<file path="config.mk">
export PLATFORM = sky130hd
export DESIGN_NAME = stump_mem_sequencer
export DESIGN_NICKNAME = d
export VERILOG_FILES = /design/src/rtl/stump_mem_sequencer.sv
export SDC_FILE = /design/constraint.sdc
export NUM_CORES = 1
export LEC_CHECK = 0
export BUFFER_PORTS_ARGS = -buffer_cell sky130_fd_sc_hd__buf_2
export CAP_MARGIN = 20
export CORE_MARGIN = 8
export CORE_UTILIZATION = 33
export DETAILED_ROUTE_END_ITERATION = 8
export PLACE_DENSITY = 0.67
export SKIP_CTS_REPAIR_TIMING = 1
export SLEW_MARGIN = 20
export SYNTH_ARGS = -nofsm -noshare
export SYNTH_HDL_FRONTEND = slang
export SYNTH_SLANG_ARGS = --single-unit
export TNS_END_PERCENT = 1
</file>
<file path="constraint.sdc">
create_clock -name clk -period 1.54 [get_ports clk]
set_input_delay 0.154 -clock clk [delete_from_list [all_inputs] [get_ports clk]]
set_output_delay 0.154 -clock clk [all_outputs]
set_load 0.02 [all_outputs]
</file>
<file path="src/rtl/stump_mem_sequencer.sv">
// Memory-access sequencer for the Stump core: stretches single-cycle ren/wen requests into
// wait-stated, ready-handshaked accesses. Define STUMP_MEM_TIMEOUT_EN to add the bus-timeout watchdog.
module stump_mem_sequencer #(
    parameter int DATA_W         = 16,
    parameter int ADDR_W         = 16,
    parameter int WAIT_STATES    = 0,
    parameter int TIMEOUT_CYCLES = 16
) (
    input  logic              clk,
    input  logic              rst,
    input  logic              req_ren,
    input  logic              req_wen,
    input  logic [ADDR_W-1:0] req_addr,
    input  logic [DATA_W-1:0] req_wdata,
    output logic [DATA_W-1:0] req_rdata,
    output logic              stall,
    output logic              busy,
    output logic              bus_err,
    output logic [ADDR_W-1:0] address,
    output logic [DATA_W-1:0] data_out,
    output logic              mem_ren,
    output logic              mem_wen,
    input  logic [DATA_W-1:0] data_in,
    input  logic              mem_ready
);

    localparam int WAIT_W = (WAIT_STATES > 0) ? $clog2(WAIT_STATES + 1) : 1;

    typedef enum logic [1:0] {
        IDLE   = 2'd0,
        ACCESS = 2'd1,
        DONE   = 2'd2
    } state_t;

    state_t              state_reg, state_next;
    logic [WAIT_W-1:0]   wait_cnt_reg, wait_cnt_next;
    logic                is_write_reg, is_write_next;
    logic [ADDR_W-1:0]   address_reg, address_next;
    logic [DATA_W-1:0]   data_out_reg, data_out_next;
    logic [DATA_W-1:0]   rdata_reg, rdata_next;
    logic                req_any;
    logic                timeout_hit;

    assign req_any = req_ren | req_wen;

`ifdef STUMP_MEM_TIMEOUT_EN
    localparam int TO_W = $clog2(TIMEOUT_CYCLES + 1);

    logic [TO_W-1:0] to_cnt_reg, to_cnt_next;
    logic            bus_err_reg;

    // Ready-wait counter only runs once the mandatory wait states have elapsed.
    always_comb begin
        to_cnt_next = to_cnt_reg;
        timeout_hit = 1'b0;
        if (state_reg != ACCESS) begin
            to_cnt_next = '0;
        end else if (wait_cnt_reg == '0 && !mem_ready) begin
            if (to_cnt_reg == TO_W'(TIMEOUT_CYCLES - 1)) begin
                timeout_hit = 1'b1;
                to_cnt_next = '0;
            end else begin
                to_cnt_next = to_cnt_reg + 1'b1;
            end
        end
    end

    always_ff @(posedge clk or negedge rst) begin
        if (!rst) begin
            to_cnt_reg  <= '0;
            bus_err_reg <= 1'b0;
        end else begin
            to_cnt_reg  <= to_cnt_next;
            bus_err_reg <= timeout_hit;
        end
    end

    assign bus_err = bus_err_reg;
`else
    logic unused_timeout;
    assign unused_timeout = (TIMEOUT_CYCLES == 0);
    assign timeout_hit    = 1'b0;
    assign bus_err        = 1'b0;
`endif

    always_comb begin
        state_next    = state_reg;
        wait_cnt_next = wait_cnt_reg;
        is_write_next = is_write_reg;
        address_next  = address_reg;
        data_out_next = data_out_reg;
        rdata_next    = rdata_reg;
        case (state_reg)
            IDLE: begin
                if (req_any) begin
                    state_next    = ACCESS;
                    address_next  = req_addr;
                    data_out_next = req_wdata;
                    is_write_next = req_wen;
                    wait_cnt_next = WAIT_W'(WAIT_STATES);
                end
            end
            ACCESS: begin
                if (wait_cnt_reg != '0) begin
                    wait_cnt_next = wait_cnt_reg - 1'b1;
                end else if (mem_ready) begin
                    if (!is_write_reg) rdata_next = data_in;
                    state_next = DONE;
                end else if (timeout_hit) begin
                    if (!is_write_reg) rdata_next = '1;
                    state_next = DONE;
                end
            end
            // Core advances at the end of DONE, so a request still visible here is the old one.
            DONE:    state_next = IDLE;
            default: state_next = IDLE;
        endcase
    end

    always_ff @(posedge clk or negedge rst) begin
        if (!rst) begin
            state_reg    <= IDLE;
            wait_cnt_reg <= '0;
            is_write_reg <= 1'b0;
            address_reg  <= '0;
            data_out_reg <= '0;
            rdata_reg    <= '0;
        end else begin
            state_reg    <= state_next;
            wait_cnt_reg <= wait_cnt_next;
            is_write_reg <= is_write_next;
            address_reg  <= address_next;
            data_out_reg <= data_out_next;
            rdata_reg    <= rdata_next;
        end
    end

    // Gated by rst so a request held during reset cannot raise stall.
    assign stall     = rst & (((state_reg == IDLE) & req_any) | (state_reg == ACCESS));
    assign busy      = (state_reg != IDLE);
    assign mem_ren   = (state_reg == ACCESS) & ~is_write_reg;
    assign mem_wen   = (state_reg == ACCESS) & is_write_reg;
    assign address   = address_reg;
    assign data_out  = data_out_reg;
    assign req_rdata = rdata_reg;

endmodule

</file>
After elaboration in Yosys (flattened, before gate mapping)
Cells that the tools add are included.

Register bits: 52. Input bits: 53. Output and inout bits: 53. Word-level logic and storage cells: 33.

Add/subtract/negate cells: 1. Equality and inequality tests: 4. Multiplexer cells: 7. Bitwise gates (word level): 8. Reductions and logical operators: 7.

Operator list (count): 2-bit two-way mux (3); 2-bit inequality test, second input constant (3); 1-bit AND (4); 2-bit case mux with 2 select lines (1); 2-bit AND reduction (2); 4-bit AND reduction (1); 2-bit nonzero test (2); 3-bit AND reduction (1); 2-bit by 1-bit equality test with 1-bit output, second input constant (1); 2-bit zero test (1); 1-bit two-way mux (2); 1-bit inverter (2); 1-bit bitwise OR (2); 1-bit case mux with 2 select lines (1); 1-bit subtractor, second input constant (1).

Logic depth before layout (Yosys ltp)
Depth after elaboration: 4. Gate-level depth with buffers: 5. Gate-level depth less buffers: 3.

Least setup slack after synthesis
No wires, ideal clock.

Kind: flip-flop to flip-flop. From: reg state_reg[0]. To: reg address_reg[0] (netlist: address[0]). Setup time: 0.125 ns. Data arrival time: 1.321 ns. Required time: 1.415 ns. Setup slack: 0.094 ns. Cell stages (with the launch flop): 5. Path buffers: 1. Clock period less this slack: 1.446 ns. Cells stage by stage: dfrtp_1 > nor2_1 > o21a_1 > buf_4 > mux2_2.

Cells in the longest elaborated chain, start to end: 2.

RTL lines: from (decl) (RTL line 35) `state_t state_reg, state_next;`; from (signal assigned) (RTL line 129) `state_reg <= state_next;`; 2-bit zero test (RTL line 93) `case (state_reg)`; 2-bit AND reduction (no source line); to (signal assigned) (RTL line 132) `address_reg <= address_next;`; to (decl) (RTL line 38) `logic [ADDR_W-1:0] address_reg, address_next;`.

No other way between the ends. A chain may end at the register's enable or synchronous reset.

Final worst setup path
From: reg state_reg[1]. To: reg rdata_reg[0] (netlist: req_rdata[0]).

Cells in the longest elaborated chain, start to end: 2.

RTL lines: 2-bit by 1-bit equality test with 1-bit output (RTL line 93); 4-bit AND reduction (no source line); to (signal assigned) (RTL line 134) `rdata_reg <= rdata_next;`; to (decl) (RTL line 40) `logic [DATA_W-1:0] rdata_reg, rdata_next;`.

No other way between the ends.

==> results.sh <==
export IMPL_status="finished with violations"
export IMPL_violations="hold timing"
export IMPL_reg2reg_from="state_reg[1]"
export IMPL_finalSetupTns_ps=0
export IMPL_worstSetupPathType="reg2reg"
export IMPL_ys_seq_elements=51
export IMPL_rows=28
export IMPL_grt_usage_pct=11.3
export IMPL_place_gp_congestion=0.721
export IMPL_hold_viol=1
export IMPL_netlist_top_cells_count="51 x dfrtp_1, 38 x mux2_2, 10 x mux2_4"
export IMPL_numCtsBuffers=5
export IMPL_multiInputGateArea_sq_um=667
export IMPL_drive_above_1_share_pct=73.8
export IMPL_synth_top_area_share_pct=63.6
export IMPL_critPathSlowestCell="dfrtp_2"
export IMPL_p_sw_mw=2.29
export IMPL_fillCellCount=530
export IMPL_synth_edf_count=0
export IMPL_path_clk_slew_ps=90
export IMPL_grt_first_pass_wirelength_mm=7.75
export IMPL_start_kind="register"
export IMPL_dieWidth_um=94.0
export IMPL_p_seq_share_pct=38.5
export IMPL_fin_nets=281
export IMPL_grt_pass1_vias=1431
export IMPL_maxSlewViolCount=0
export IMPL_cap_viol_max_count=0
export IMPL_ys_flop_type="dfrtp_1"
export IMPL_h_tree_depth=2
export IMPL_num_vias=1353
export IMPL_power_density_nw_per_um2=2190
export IMPL_core_sq_um=5890
export IMPL_path_max_fanout=16
export IMPL_fmax_mhz=673
export IMPL_skew_ps=8.78
export IMPL_die_y_um=94.0
export IMPL_relSlewSlack_pct=57.9
export IMPL_grt_ovfl_total=0
export IMPL_synth_seq_area_share_pct=63.6
export IMPL_fin_area_sq_um=2740
export IMPL_cpPeakStageDelay_ps=440
export IMPL_p_leak_nw=1.35
export IMPL_dr_first_iter_drc_count=24
export IMPL_cp_data_arrival_time_ps=1670
export IMPL_fin_crit_ps=1490
export IMPL_dieArea_sq_um=8830
export IMPL_pwr_share_comb_pct=46.1
export IMPL_cts_root_buffer="clkbuf_8"
export IMPL_yosysTopAreaCell="dfrtp_1"
export IMPL_rsz0062_at_grt="true"
export IMPL_syn2layout_area_growth_pct=36.4
export IMPL_worst_slew_pin_slew_ps=631
export IMPL_cts_tree="done"
export IMPL_hold_class="in2async"
export IMPL_finalSetupViolCount=0
export IMPL_dpl_cell_area_sq_um=2620
export IMPL_synthArstFlopShare_pct=100
export IMPL_initial_utilization_pct=34.1
export IMPL_drc=0
export IMPL_ir_worst_vdd_uv=802
export IMPL_yosys_warnings=0
export IMPL_avgSynthCellArea_sq_um=17.0
export IMPL_antenna_found_initial=0
export IMPL_io_pins=106
export IMPL_clock_path_buffers=2
export IMPL_holdWs_ps=-1.49
export IMPL_synth_most_common_cell="dfrtp_1"
export IMPL_crit_chain="and3b_2 -> nor2b_4 -> buf_12 -> mux2_2"
export IMPL_drt_first_pass_iters=4
export IMPL_syn_nets=171
export IMPL_p_sw_share_pct=38.0
export IMPL_vias_per_cell=4.45
export IMPL_synth_top_cells_by_area="dfrtp_1 64%, mux2_2 21%, mux2_4 7.5%"
export IMPL_cp_end_kind="register"
export IMPL_routed_wl_mm=4.81
export IMPL_cp_startpoint="state_reg[1]"
export IMPL_wl_per_cell_um=15.8
export IMPL_cts_sinks=51
export IMPL_dp_hpwl_mm=3.79
export IMPL_clock_latency_ps=300
export IMPL_final_antenna_net_count=0
export IMPL_p_int_mw=3.72
export IMPL_p_clk_share_pct=15.4
export IMPL_register_area_sq_um=1280
export IMPL_numPortBuffers=104
export IMPL_final_util_pct=46.5
export IMPL_grt_max_degree=52
export IMPL_worst_ep_required_time_ps=1720
export IMPL_fin_crit_sh_pct=96.5
export IMPL_diodes=0
export IMPL_yosysUniqueCellTypes=18
export IMPL_power_mw=6.01
export IMPL_synthCells=118
export IMPL_synth_area_sq_um=2010
==> power by group through the flow <==
stage,Combinational (mW),Clock (mW),Sequential (mW)
floorplan,0.998,0,3.15
global placement,2.78,0,2.32
detailed placement,2.82,0,2.35
CTS,2.83,0.969,2.32
global route,2.96,1.02,2.42
finish,2.77,0.925,2.31
==> area by class of cell <==
type,instances,share of cell area [%]
clock buffers,5,2.51
clock inverters,3,1.60
inverters,1,0.137
multi-input cells,60,24.4
flip-flops and latches,51,46.7
well taps,75,3.43
repair buffers,109,21.3
==> logic make-up (layout without fill, tap and decap cells) <==
kind of cell	Yosys count	after routing	synth area share, %
buffers and inverters	7	118	3.24
muxes	48	48	28.8
AOI/OAI and AO/OA	3	3	1.18
other	1	1	0.187
and+or+nand+nor	8	8	2.99
DFF	51	51	63.6
==> metal layers <==
layer  up-vias  part of all wire [%]  global-route usage [%]
met3         7                    10                    4.40
met1       647                    41                    13.5
met5         -                     0                       0
li1        632                     -                       -
met4         0                   2.0                    4.76
met2        67                    47                    17.7
==> path summary, 6_finish.rpt <==
kind,endpoint,slack [ps],cells past startpoint
max,req_rdata[0],50,4
min,address[9],-1,2
min in group clk,state_reg[0],50,2
max in group asynchronous,state_reg[1],1090,2
min reg2reg,state_reg[0],500,1
max reg2reg,req_rdata[0],50,4
==> critical path, delay by kind of cell (launching register included) <==
| kind | cells | cell delay, ps |
|---|---|---|
| buffers and inverters | 1 | 170 |
| DFF | 1 | 440 |
| muxes | 1 | 350 |
| and+or+nand+nor | 2 | 410 |
==> layout by cell type (no fill, tap or decap) <==
cell       instances
inv_1              1
conb_1             1
nor3b_1            2
nor2_1             1
mux2_4            10
clkinv_2           1
buf_4              3
clkbuf_8           5
a211oi_1           1
nor2b_4            1
a22o_1             1
nor3_1             1
buf_2            104
buf_12             2
bufinv_16          1
clkinv_4           1
nand2_1            1
dfrtp_2            1
and3b_2            2
dfrtp_1           50
o21a_1             1
mux2_2            38
==> through the flow <==
step	setup slack [ps]	instances
floorplan	94.2	118
global placement	84.5	296
detailed placement	64.6	296
CTS	31.2	304
global route	-10.4	304
finish	54.6	304
Note: power is estimated with default switching activity, not from simulation.
